### config.mk
export PLATFORM = sky130hd
export DESIGN_NAME = lane_fifo_bank_flat
export DESIGN_NICKNAME = d
export VERILOG_FILES = /design/src/rtl/lane_fifo_bank_pkg.sv /design/src/rtl/lane_fifo_bank_if.sv /design/src/rtl/lane_fifo_bank_lane_fifo.sv /design/src/rtl/lane_fifo_bank.sv /design/src/flat_wrapper.sv
export SDC_FILE = /design/constraint.sdc
export NUM_CORES = 1
export LEC_CHECK = 0
export CAP_MARGIN = 20
export CORE_ASPECT_RATIO = 1.2
export CORE_MARGIN = 2
export CORE_UTILIZATION = 56
export DETAILED_ROUTE_END_ITERATION = 10
export PLACE_DENSITY = 0.91
export SYNTH_ARGS = -nofsm -noshare
export SYNTH_HDL_FRONTEND = slang
export SYNTH_SLANG_ARGS = --single-unit
### constraint.sdc
create_clock -name clk -period 2.6 [get_ports clk]
set_clock_uncertainty 0.05 [all_clocks]
set_input_delay 0.39 -clock clk [delete_from_list [all_inputs] [get_ports clk]]
set_output_delay 0.39 -clock clk [all_outputs]
set_load 0.02 [all_outputs]
### src/rtl/lane_fifo_bank_pkg.sv
// Shared parameters and parameter-legality helper for the four-lane output FIFO bank.
package lane_fifo_bank_pkg;

  localparam int unsigned LANES  = 4;
  localparam int unsigned DATA_W = 8;
  localparam int unsigned DEPTH  = 4;
  localparam int unsigned AF_TH  = 3;
  localparam int unsigned AE_TH  = 1;

  localparam int unsigned PTR_W = $clog2(DEPTH);
  localparam int unsigned CNT_W = PTR_W + 1;

  // Depth must be a power of two (pointers wrap by overflow) and thresholds ordered.
  function automatic bit params_legal(int unsigned depth, int unsigned af_th,
                                      int unsigned ae_th);
    return (depth >= 2) && ((depth & (depth - 1)) == 0) &&
           (ae_th < af_th) && (af_th <= depth);
  endfunction

endpackage

### src/rtl/lane_fifo_bank_if.sv
// Push/pop/status bundle between the recirculator, the FIFO bank and its consumer.
interface lane_fifo_bank_if #(
  parameter int unsigned DATA_W = 8
);
  logic [DATA_W-1:0] data_in0, data_in1, data_in2, data_in3;
  logic              valid_in0, valid_in1, valid_in2, valid_in3;
  logic              pop0, pop1, pop2, pop3;
  logic [DATA_W-1:0] data_out0, data_out1, data_out2, data_out3;
  logic              valid_out0, valid_out1, valid_out2, valid_out3;
  logic              full0, full1, full2, full3;
  logic              empty0, empty1, empty2, empty3;
  logic              almost_full0, almost_full1, almost_full2, almost_full3;
  logic              almost_empty0, almost_empty1, almost_empty2, almost_empty3;
  logic              pause;
  logic              error;

  modport master (
    output data_in0, data_in1, data_in2, data_in3,
    output valid_in0, valid_in1, valid_in2, valid_in3,
    output pop0, pop1, pop2, pop3,
    input  data_out0, data_out1, data_out2, data_out3,
    input  valid_out0, valid_out1, valid_out2, valid_out3,
    input  full0, full1, full2, full3,
    input  empty0, empty1, empty2, empty3,
    input  almost_full0, almost_full1, almost_full2, almost_full3,
    input  almost_empty0, almost_empty1, almost_empty2, almost_empty3,
    input  pause, error
  );

  modport slave (
    input  data_in0, data_in1, data_in2, data_in3,
    input  valid_in0, valid_in1, valid_in2, valid_in3,
    input  pop0, pop1, pop2, pop3,
    output data_out0, data_out1, data_out2, data_out3,
    output valid_out0, valid_out1, valid_out2, valid_out3,
    output full0, full1, full2, full3,
    output empty0, empty1, empty2, empty3,
    output almost_full0, almost_full1, almost_full2, almost_full3,
    output almost_empty0, almost_empty1, almost_empty2, almost_empty3,
    output pause, error
  );
endinterface

### src/rtl/lane_fifo_bank_lane_fifo.sv
// Single-lane FIFO: registered pop data, count-decoded flags, combinational err pulse.
module lane_fifo
  import lane_fifo_bank_pkg::*;
#(
  parameter int unsigned DATA_W = lane_fifo_bank_pkg::DATA_W,
  parameter int unsigned DEPTH  = lane_fifo_bank_pkg::DEPTH,
  parameter int unsigned AF_TH  = lane_fifo_bank_pkg::AF_TH,
  parameter int unsigned AE_TH  = lane_fifo_bank_pkg::AE_TH
) (
  input  logic              clk,
  input  logic              reset_L,
  input  logic [DATA_W-1:0] i_data,
  input  logic              i_valid,
  input  logic              i_pop,
  output logic [DATA_W-1:0] o_data,
  output logic              o_valid,
  output logic              o_full,
  output logic              o_empty,
  output logic              o_almost_full,
  output logic              o_almost_empty,
  output logic              o_err
);

  localparam int unsigned L_PTR_W = $clog2(DEPTH);
  localparam int unsigned L_CNT_W = L_PTR_W + 1;

  logic [DATA_W-1:0]  r_mem [DEPTH];
  logic [L_PTR_W-1:0] r_wr_ptr;
  logic [L_PTR_W-1:0] r_rd_ptr;
  logic [L_CNT_W-1:0] r_count;
  logic [DATA_W-1:0]  r_data;
  logic               r_valid;

  logic w_full;
  logic w_empty;
  logic w_pop_ok;
  logic w_push_ok;

  assign w_full    = (r_count == L_CNT_W'(DEPTH));
  assign w_empty   = (r_count == '0);
  assign w_pop_ok  = i_pop & ~w_empty;
  // A full lane still takes a push when the same cycle frees a slot; empty lanes never bypass.
  assign w_push_ok = i_valid & (~w_full | w_pop_ok);

  // NOTE: storage has no reset; stale words are unreachable because pointers and count reset.
  always_ff @(posedge clk) begin
    if (w_push_ok) r_mem[r_wr_ptr] <= i_data;
  end

  always_ff @(posedge clk or negedge reset_L) begin
    if (!reset_L) begin
      r_wr_ptr <= '0;
      r_rd_ptr <= '0;
      r_count  <= '0;
      r_data   <= '0;
      r_valid  <= 1'b0;
    end else begin
      r_valid <= w_pop_ok;
      if (w_pop_ok) begin
        r_data   <= r_mem[r_rd_ptr];
        r_rd_ptr <= r_rd_ptr + 1'b1;
      end
      if (w_push_ok) r_wr_ptr <= r_wr_ptr + 1'b1;
      if (w_push_ok && !w_pop_ok)      r_count <= r_count + 1'b1;
      else if (!w_push_ok && w_pop_ok) r_count <= r_count - 1'b1;
    end
  end

  assign o_data         = r_data;
  assign o_valid        = r_valid;
  assign o_full         = w_full;
  assign o_empty        = w_empty;
  assign o_almost_full  = (r_count >= L_CNT_W'(AF_TH));
  assign o_almost_empty = (r_count <= L_CNT_W'(AE_TH));
  assign o_err          = (i_valid & w_full & ~i_pop) | (i_pop & w_empty);

endmodule

### src/rtl/lane_fifo_bank.sv
// Four independent lane FIFOs behind the recirculator; pause feeds its selector_IDLE.
module lane_fifo_bank
  import lane_fifo_bank_pkg::*;
#(
  parameter int unsigned DATA_W = lane_fifo_bank_pkg::DATA_W,
  parameter int unsigned DEPTH  = lane_fifo_bank_pkg::DEPTH,
  parameter int unsigned AF_TH  = lane_fifo_bank_pkg::AF_TH,
  parameter int unsigned AE_TH  = lane_fifo_bank_pkg::AE_TH
) (
  input  logic             clk,
  input  logic             reset_L,
  lane_fifo_bank_if.slave  bus
);

  if (!params_legal(DEPTH, AF_TH, AE_TH)) begin : g_bad_params
    $error("lane_fifo_bank: need DEPTH power of 2 >= 2 and AE_TH < AF_TH <= DEPTH");
  end

  logic [DATA_W-1:0] w_data_in  [LANES];
  logic [DATA_W-1:0] w_data_out [LANES];
  logic [LANES-1:0]  w_valid_in;
  logic [LANES-1:0]  w_pop;
  logic [LANES-1:0]  w_valid_out;
  logic [LANES-1:0]  w_full;
  logic [LANES-1:0]  w_empty;
  logic [LANES-1:0]  w_almost_full;
  logic [LANES-1:0]  w_almost_empty;
  logic [LANES-1:0]  w_err;
  logic              r_error;

  assign w_data_in[0] = bus.data_in0;
  assign w_data_in[1] = bus.data_in1;
  assign w_data_in[2] = bus.data_in2;
  assign w_data_in[3] = bus.data_in3;
  assign w_valid_in   = {bus.valid_in3, bus.valid_in2, bus.valid_in1, bus.valid_in0};
  assign w_pop        = {bus.pop3, bus.pop2, bus.pop1, bus.pop0};

  for (genvar g = 0; g < LANES; g++) begin : g_lane
    lane_fifo #(
      .DATA_W (DATA_W),
      .DEPTH  (DEPTH),
      .AF_TH  (AF_TH),
      .AE_TH  (AE_TH)
    ) u_lane (
      .clk            (clk),
      .reset_L        (reset_L),
      .i_data         (w_data_in[g]),
      .i_valid        (w_valid_in[g]),
      .i_pop          (w_pop[g]),
      .o_data         (w_data_out[g]),
      .o_valid        (w_valid_out[g]),
      .o_full         (w_full[g]),
      .o_empty        (w_empty[g]),
      .o_almost_full  (w_almost_full[g]),
      .o_almost_empty (w_almost_empty[g]),
      .o_err          (w_err[g])
    );
  end

  // Any lane's overflow or underflow latches the shared error until reset.
  always_ff @(posedge clk or negedge reset_L) begin
    if (!reset_L) r_error <= 1'b0;
    else          r_error <= r_error | (|w_err);
  end

  assign bus.data_out0 = w_data_out[0];
  assign bus.data_out1 = w_data_out[1];
  assign bus.data_out2 = w_data_out[2];
  assign bus.data_out3 = w_data_out[3];

  assign {bus.valid_out3, bus.valid_out2, bus.valid_out1, bus.valid_out0} = w_valid_out;
  assign {bus.full3, bus.full2, bus.full1, bus.full0}                     = w_full;
  assign {bus.empty3, bus.empty2, bus.empty1, bus.empty0}                 = w_empty;
  assign {bus.almost_full3, bus.almost_full2,
          bus.almost_full1, bus.almost_full0}                             = w_almost_full;
  assign {bus.almost_empty3, bus.almost_empty2,
          bus.almost_empty1, bus.almost_empty0}                           = w_almost_empty;

  assign bus.pause = |w_almost_full;
  assign bus.error = r_error;

endmodule
### src/flat_wrapper.sv
// flat-port wrapper written by rule: the top's interface ports become plain ports
module lane_fifo_bank_flat import lane_fifo_bank_pkg::*;
#(
  parameter int unsigned DATA_W = lane_fifo_bank_pkg::DATA_W,
  parameter int unsigned DEPTH  = lane_fifo_bank_pkg::DEPTH,
  parameter int unsigned AF_TH  = lane_fifo_bank_pkg::AF_TH,
  parameter int unsigned AE_TH  = lane_fifo_bank_pkg::AE_TH
)
  (clk, reset_L, bus_data_in0, bus_data_in1, bus_data_in2, bus_data_in3, bus_valid_in0, bus_valid_in1, bus_valid_in2, bus_valid_in3, bus_pop0, bus_pop1, bus_pop2, bus_pop3, bus_data_out0, bus_data_out1, bus_data_out2, bus_data_out3, bus_valid_out0, bus_valid_out1, bus_valid_out2, bus_valid_out3, bus_full0, bus_full1, bus_full2, bus_full3, bus_empty0, bus_empty1, bus_empty2, bus_empty3, bus_almost_full0, bus_almost_full1, bus_almost_full2, bus_almost_full3, bus_almost_empty0, bus_almost_empty1, bus_almost_empty2, bus_almost_empty3, bus_pause, bus_error);
  lane_fifo_bank_if #(.DATA_W(DATA_W)) bus_i ();
  input  logic clk;
  input  logic reset_L;
  input wire logic [$bits(bus_i.data_in0)-1:0] bus_data_in0;
  input wire logic [$bits(bus_i.data_in1)-1:0] bus_data_in1;
  input wire logic [$bits(bus_i.data_in2)-1:0] bus_data_in2;
  input wire logic [$bits(bus_i.data_in3)-1:0] bus_data_in3;
  input wire logic [$bits(bus_i.valid_in0)-1:0] bus_valid_in0;
  input wire logic [$bits(bus_i.valid_in1)-1:0] bus_valid_in1;
  input wire logic [$bits(bus_i.valid_in2)-1:0] bus_valid_in2;
  input wire logic [$bits(bus_i.valid_in3)-1:0] bus_valid_in3;
  input wire logic [$bits(bus_i.pop0)-1:0] bus_pop0;
  input wire logic [$bits(bus_i.pop1)-1:0] bus_pop1;
  input wire logic [$bits(bus_i.pop2)-1:0] bus_pop2;
  input wire logic [$bits(bus_i.pop3)-1:0] bus_pop3;
  output wire logic [$bits(bus_i.data_out0)-1:0] bus_data_out0;
  output wire logic [$bits(bus_i.data_out1)-1:0] bus_data_out1;
  output wire logic [$bits(bus_i.data_out2)-1:0] bus_data_out2;
  output wire logic [$bits(bus_i.data_out3)-1:0] bus_data_out3;
  output wire logic [$bits(bus_i.valid_out0)-1:0] bus_valid_out0;
  output wire logic [$bits(bus_i.valid_out1)-1:0] bus_valid_out1;
  output wire logic [$bits(bus_i.valid_out2)-1:0] bus_valid_out2;
  output wire logic [$bits(bus_i.valid_out3)-1:0] bus_valid_out3;
  output wire logic [$bits(bus_i.full0)-1:0] bus_full0;
  output wire logic [$bits(bus_i.full1)-1:0] bus_full1;
  output wire logic [$bits(bus_i.full2)-1:0] bus_full2;
  output wire logic [$bits(bus_i.full3)-1:0] bus_full3;
  output wire logic [$bits(bus_i.empty0)-1:0] bus_empty0;
  output wire logic [$bits(bus_i.empty1)-1:0] bus_empty1;
  output wire logic [$bits(bus_i.empty2)-1:0] bus_empty2;
  output wire logic [$bits(bus_i.empty3)-1:0] bus_empty3;
  output wire logic [$bits(bus_i.almost_full0)-1:0] bus_almost_full0;
  output wire logic [$bits(bus_i.almost_full1)-1:0] bus_almost_full1;
  output wire logic [$bits(bus_i.almost_full2)-1:0] bus_almost_full2;
  output wire logic [$bits(bus_i.almost_full3)-1:0] bus_almost_full3;
  output wire logic [$bits(bus_i.almost_empty0)-1:0] bus_almost_empty0;
  output wire logic [$bits(bus_i.almost_empty1)-1:0] bus_almost_empty1;
  output wire logic [$bits(bus_i.almost_empty2)-1:0] bus_almost_empty2;
  output wire logic [$bits(bus_i.almost_empty3)-1:0] bus_almost_empty3;
  output wire logic [$bits(bus_i.pause)-1:0] bus_pause;
  output wire logic [$bits(bus_i.error)-1:0] bus_error;
  assign bus_i.data_in0 = bus_data_in0;
  assign bus_i.data_in1 = bus_data_in1;
  assign bus_i.data_in2 = bus_data_in2;
  assign bus_i.data_in3 = bus_data_in3;
  assign bus_i.valid_in0 = bus_valid_in0;
  assign bus_i.valid_in1 = bus_valid_in1;
  assign bus_i.valid_in2 = bus_valid_in2;
  assign bus_i.valid_in3 = bus_valid_in3;
  assign bus_i.pop0 = bus_pop0;
  assign bus_i.pop1 = bus_pop1;
  assign bus_i.pop2 = bus_pop2;
  assign bus_i.pop3 = bus_pop3;
  assign bus_data_out0 = bus_i.data_out0;
  assign bus_data_out1 = bus_i.data_out1;
  assign bus_data_out2 = bus_i.data_out2;
  assign bus_data_out3 = bus_i.data_out3;
  assign bus_valid_out0 = bus_i.valid_out0;
  assign bus_valid_out1 = bus_i.valid_out1;
  assign bus_valid_out2 = bus_i.valid_out2;
  assign bus_valid_out3 = bus_i.valid_out3;
  assign bus_full0 = bus_i.full0;
  assign bus_full1 = bus_i.full1;
  assign bus_full2 = bus_i.full2;
  assign bus_full3 = bus_i.full3;
  assign bus_empty0 = bus_i.empty0;
  assign bus_empty1 = bus_i.empty1;
  assign bus_empty2 = bus_i.empty2;
  assign bus_empty3 = bus_i.empty3;
  assign bus_almost_full0 = bus_i.almost_full0;
  assign bus_almost_full1 = bus_i.almost_full1;
  assign bus_almost_full2 = bus_i.almost_full2;
  assign bus_almost_full3 = bus_i.almost_full3;
  assign bus_almost_empty0 = bus_i.almost_empty0;
  assign bus_almost_empty1 = bus_i.almost_empty1;
  assign bus_almost_empty2 = bus_i.almost_empty2;
  assign bus_almost_empty3 = bus_i.almost_empty3;
  assign bus_pause = bus_i.pause;
  assign bus_error = bus_i.error;
  lane_fifo_bank #(.DATA_W(DATA_W), .DEPTH(DEPTH), .AF_TH(AF_TH), .AE_TH(AE_TH)) u_core (.clk(clk), .reset_L(reset_L), .bus(bus_i));
endmodule
# --- After elaboration in Yosys (flattened, before gate mapping) ---
# Memory sizes are Yosys's and may differ from the RTL's. A register that Yosys moved wholly into a read port is not among the register bits.
# Index checks and enable logic that the tools add are counted.
classes:
  n_eq_ne: 4
  n_reduce_logical: 30
  bitwise_logic: 41
  mux: 16
  add_sub_neg: 16
  magnitude_cmp: 8
op_table:
  columns: ["cell", "count"]
  rows:
  - ["two-way mux 3 bit", 8]
  - ["bitwise AND 1 bit", 20]
  - ["adder 2 x 1 -> 2 bit, second input constant", 8]
  - ["adder 3 x 1 -> 3 bit, second input constant", 4]
  - ["== test 3 bit, second input constant", 4]
  - [">= comparator 3 x 2 -> 1 bit, second input constant", 4]
  - ["less-or-equal comparator 3 x 1 -> 1 bit, second input constant", 4]
  - ["zero test 1 bit", 12]
  - ["zero test 3 bit", 4]
  - ["NOT 1 bit", 12]
  - ["subtractor 3 x 1 -> 3 bit, second input constant", 4]
  - ["OR 1 bit", 9]
  - ["logical AND 1 bit", 8]
  - ["two-way mux 1 bit", 8]
  - ["nonzero test 2 bit", 4]
  - ["OR reduction 4 bit", 2]
totals:
  in_bits: 42
  mem_count: 4
  output_inout_bits: 54
  register_bits: 33
  mem_bits_rw: 128
  elab_cells: 136
memory_table:
  columns: ["memory", "depth", "word_bits", "read_ports", "rd_ports_with_merged_regs", "write_ports", "line", "text"]
  rows:
  - ["u_core.g_lane[0].u_lane.r_mem", 4, 8, 1, 1, 1, "lane_fifo_bank_lane_fifo.sv:27", "logic [DATA_W-1:0] r_mem [DEPTH];"]
  - ["u_core.g_lane[1].u_lane.r_mem", 4, 8, 1, 1, 1, "lane_fifo_bank_lane_fifo.sv:27", null]
  - ["u_core.g_lane[2].u_lane.r_mem", 4, 8, 1, 1, 1, "lane_fifo_bank_lane_fifo.sv:27", null]
  - ["u_core.g_lane[3].u_lane.r_mem", 4, 8, 1, 1, 1, "lane_fifo_bank_lane_fifo.sv:27", null]

# --- Logic depth before layout (Yosys ltp) ---
logic_depth:
  depth_word: 9
  ltp_mapped: 9
  mapped_depth_nobuf: 8

# --- Hierarchy ---
# Synthesis repeated with hierarchy kept, for this count alone.
unflattened:
  cells_unflattened: 469
  area_unflattened_um2: 8052.7
by_module_without_submodules:
  columns: ["mod", "area_each_um2", "cells_per_inst", "seq_area_each_um2", "n_inst"]
  rows:
  - ["lane_fifo", 2001.9, 116, 1361.3, 4]
  - ["lane_fifo_bank", 45.0, 5, 25.0, 1]

# --- Least setup slack after synthesis ---
# No wires, ideal clock.
synth_path:
  kind: "register to output"
  from: "register u_core.g_lane[3].u_lane.r_count[0]"
  to: "output bus_pause"
  t_required_ps: 2160
  stages_incl_launch_ff: 6
  setup_slack_ps: 382
  path_buffers: 0
  t_arrival_ps: 1778
  cell_sequence: "dfrtp_1 > ha_1 > ha_1 > nor2_1 > o21ai_0 > or4_1"
synth_between:
  elab_chain_len: 2
synth_lines:
  columns: ["element", "line", "text"]
  rows:
  - ["start: declaration", "lane_fifo_bank_lane_fifo.sv:30", "logic [L_CNT_W-1:0] r_count;"]
  - ["start signal: assignment", "lane_fifo_bank_lane_fifo.sv:64", "if (w_push_ok && !w_pop_ok) r_count <= r_count + 1'b1;"]
  - ["start signal: assignment", "lane_fifo_bank_lane_fifo.sv:65", "else if (!w_push_ok && w_pop_ok) r_count <= r_count - 1'b1;"]
  - [">= comparator 3 x 2 -> 1 bit", "lane_fifo_bank_lane_fifo.sv:73", "assign o_almost_full = (r_count >= L_CNT_W'(AF_TH));"]
  - ["via bus_almost_full3", "flat_wrapper.sv:44", "output wire logic [$bits(bus_i.almost_full3)-1:0] bus_almost_full3;"]
  - ["OR reduction 4 bit", "lane_fifo_bank.sv:79", "assign bus.pause = |w_almost_full;"]
  - ["end: declaration", "flat_wrapper.sv:49", "output wire logic [$bits(bus_i.pause)-1:0] bus_pause;"]
# The timed path passes the listed nets, and every way through them passes these cells.

# --- Worst setup path after layout ---
layout_path:
  from: "register u_core.g_lane[2].u_lane.r_count[0]"
  to: "output bus_pause"
layout_between:
  elab_chain_len: 2
layout_lines:
  columns: ["element", "line"]
  rows:
  - ["start: declaration", "lane_fifo_bank_lane_fifo.sv:30"]
  - ["start signal: assignment", "lane_fifo_bank_lane_fifo.sv:64"]
  - ["start signal: assignment", "lane_fifo_bank_lane_fifo.sv:65"]
  - [">= comparator 3 x 2 -> 1 bit", "lane_fifo_bank_lane_fifo.sv:73"]
  - ["OR reduction 4 bit", "lane_fifo_bank.sv:79"]
# No other way between the ends.

==> out/results.ini <==
[run_status]
result_of_the_run = finished, violations left
failed_checks = design-rule violations

[place]
dpl.hpwl_mm = 10.1
finalWeightedCongestion = 0.752
placement.setup.worst_slack_ns = 0.0422
place_area_mm2 = 0.00913
port_buffers = 95

[layout]
layout_commonest_cell = edfxtp_1
synthToLayoutAreaGrowth_pct = 21.9
drive_gt1_share_pct = 19.7
design.final.nets = 651
num_antenna_cells = 0
layout_common_cells = 128 x edfxtp_1, 89 x clkdlybuf4s50_1, 65 x dfrtp_1
final_std_cell_area_no_fill_mm2 = 0.00976

[sta]
rsz0062_at_grt = yes
worst_slew_margin_rel_pct = 59.2
final_max_slew_viol_count = 0
finalSetupViolations = 0
final_min_period_over_clock_period_pct = 98.2
hold_violations = 0
final_worst_path_setup_slack_ns = 0.0458
whs_ns = 0.369
max_freq_mhz = 392
finalCriticalPeriod_ns = 2.55
max_slew.worst_pin.slew_ns = 0.612

[synth]
synthesis.area_mm2 = 0.00800
synth-warning-count = 0
distinct_cell_type_count_of_the_synthesized_netlist = 27
synth_sequential_area_ratio_pct = 68.4
synth_fp_nets = 539
ys_ff_latch = 193
synth.avg_cell_area_um2 = 17.4
syn-instance-count = 459

[detailed_routing]
detail-route-antenna-nets = 0
finalWirelength_mm = 14.5
drt-wirelength-per-cell_um = 19.2
via_count = 4102
detail_route.first_pass.iterations = 7
dr.first_iter.drc_count = 155
post_drt_via_cell_ratio = 5.43
post_route_drc = 7

[floorplanning]
core-area_mm2 = 0.0139
num_io_pins = 96
floorplan.initialDensity_pct = 57.7
chipWidth_um = 113
rows = 47
fp.dieArea_mm2 = 0.0153
chipHeight_um = 135

[power]
power.density_cell_area_mw_per_mm2 = 1200
ir_drop_v = 0.000615
static_leak_nw = 3.78

[flow_run]
max_cap_viol_count = 0

[setup_path]
data_required_time_at_the_worst_endpoint_ns = 2.16
path_class = flip-flop to output pin
cp-start-kind = flip-flop
timing.critical_path.arrival_ns = 2.11
timing.critical_path.slowest_stage_cell = or4_1
reg2regPathDepth = 9
cp_max_fo = 3
critical_path.max_stage_delay_ns = 0.54
crit_path_cell_trace = ha_2, ha_1, nor2_1, o21ai_1, or4_1, buf_6
end_kind = output pin

[clock_tree]
tritoncts_clock_tree = built
max-clock-path-buffers = 2
worstSkewPairLatency_ns = 0.43
ctsRootBufferMaster = clkbuf_16
path_clk_slew_ns = 0.07
cts.htree.levels = 4
tritoncts_num_sinks = 193
cts_made_buffers = 17

[global_routing]
grt_antenna_before_repair = 0
first_global_vias = 4492
globalRouteTotalUtil_pct = 20.4
grt_first_pass_wirelength_mm = 23.4
global_route.overflow_total = 0
maximum_number_of_pins_on_one_net_before_global_route_repair = 53

[hold_path]
worstHoldPathType = input pin to async pin

==> logic make-up after synthesis <==
logic type	after synthesis	share of synthesized area (%)
fa+ha+maj	38	5.94
mux	68	14.1
flops	193	68.4
compound gates	29	2.05
xor+xnor	20	2.19
buf+inv	49	3.10
simple gates	62	4.28
==> report_power, final <==
| part | internal (mW) | switching (mW) | leakage (nW) |
|---|---|---|---|
| sequential | 4.23 | 0.669 | 1.94 |
| clock | 1.45 | 1.18 | 0.285 |
| combinational | 2.20 | 2.02 | 1.55 |
==> area by class of cell <==
class	count	area, um^2
Sequential cell	193	5470
Clock buffer	17	425
Tap cell	171	214
Clock inverter	15	175
Multi-Input combinational cell	217	2290
Timing Repair Buffer	107	1050
Fill cell	896	4120
Inverter	35	131
==> path summary, 6_finish.rpt <==
kind / from / to / slack (ns)
max: u_core.g_lane[2].u_lane.r_count[0] / bus_pause / 0.05
min: reset_L / u_core.g_lane[0].u_lane.o_data[5] / 0.37
max reg2reg: u_core.g_lane[3].u_lane.r_count[0] / u_core.g_lane[3].u_lane.r_count[2] / 0.43
min reg2reg: u_core.g_lane[0].u_lane.o_data[6] / u_core.g_lane[0].u_lane.o_data[6] / 0.46
max in group asynchronous: reset_L / u_core.g_lane[3].u_lane.o_data[1] / 1.50
min in group clk: u_core.g_lane[0].u_lane.o_data[6] / u_core.g_lane[0].u_lane.o_data[6] / 0.46
==> repair_timing <==
action | in CTS | in global routing
setup endpoints to repair | 2 | 3
hold buffers | 1 | 0
resized for setup | 6 | 10
endpoints found under the hold margin | 13 | 0
setup buffers | 0 | 1
gates cloned | 0 | 0
==> through the flow <==
stage	TNS, ns	instances	utilization (%)	power, mW
2_1_floorplan	0	459	-	7.59
3_3_place_gp	0	721	65.8	8.92
3_5_place_dp	0	721	65.8	9.22
4_1_cts	-0.0244	754	70.2	11.9
5_1_grt	-0.0657	755	70.3	12.4
6_report	0	755	70.3	11.7
==> Yosys cell counts, drive strengths merged <==
cell type  count  area [um^2]
edfxtp       128         3840
dfrtp         65         1630
ha            38          475
mux2          36          405
inv           35          131
mux4          32          721
and2          16          100
xnor2         16          140
o21ai         15         75.1
nand2         12         45.0
nor2          12         45.0
buf           10          101
a21oi          8         40.0
nand3          5         25.0
clkbuf         4         15.0
nor3b          4         30.0
o21a           4         30.0
xor2           4         35.0
and3b          3         26.3
nand2b         3         18.8
nor2b          3         18.8
nand4b         2         17.5
a2111oi        1         8.76
o311a          1         10.0
or2b           1         8.76
or4            1         7.51
==> flip-flops by register name, summed over array words and instances, names as in the netlist <==
register	flops
u_core.bus.error	1
u_core.g_lane.u_lane.o_data	32
u_core.g_lane.u_lane.o_valid	4
u_core.g_lane.u_lane.r_count	12
u_core.g_lane.u_lane.r_mem	128
u_core.g_lane.u_lane.r_rd_ptr	8
u_core.g_lane.u_lane.r_wr_ptr	8
==> routing by layer <==
layer	GRT usage, %	routed length [um]
met2	36.1	7910
met3	5.03	674
met4	7.59	256
met5	0	0
met1	24.1	5670
==> worst max-delay path, delay by kind of cell, from the launching register on <==
family / cells / cell delay (ns)
adders and majority gates: 2 / 0.38
and+or+nand+nor: 2 / 0.65
AOI/OAI and AO/OA: 1 / 0.10
DFF: 1 / 0.41
buffers and inverters: 1 / 0.16
Power figures use the tool's default switching activity.
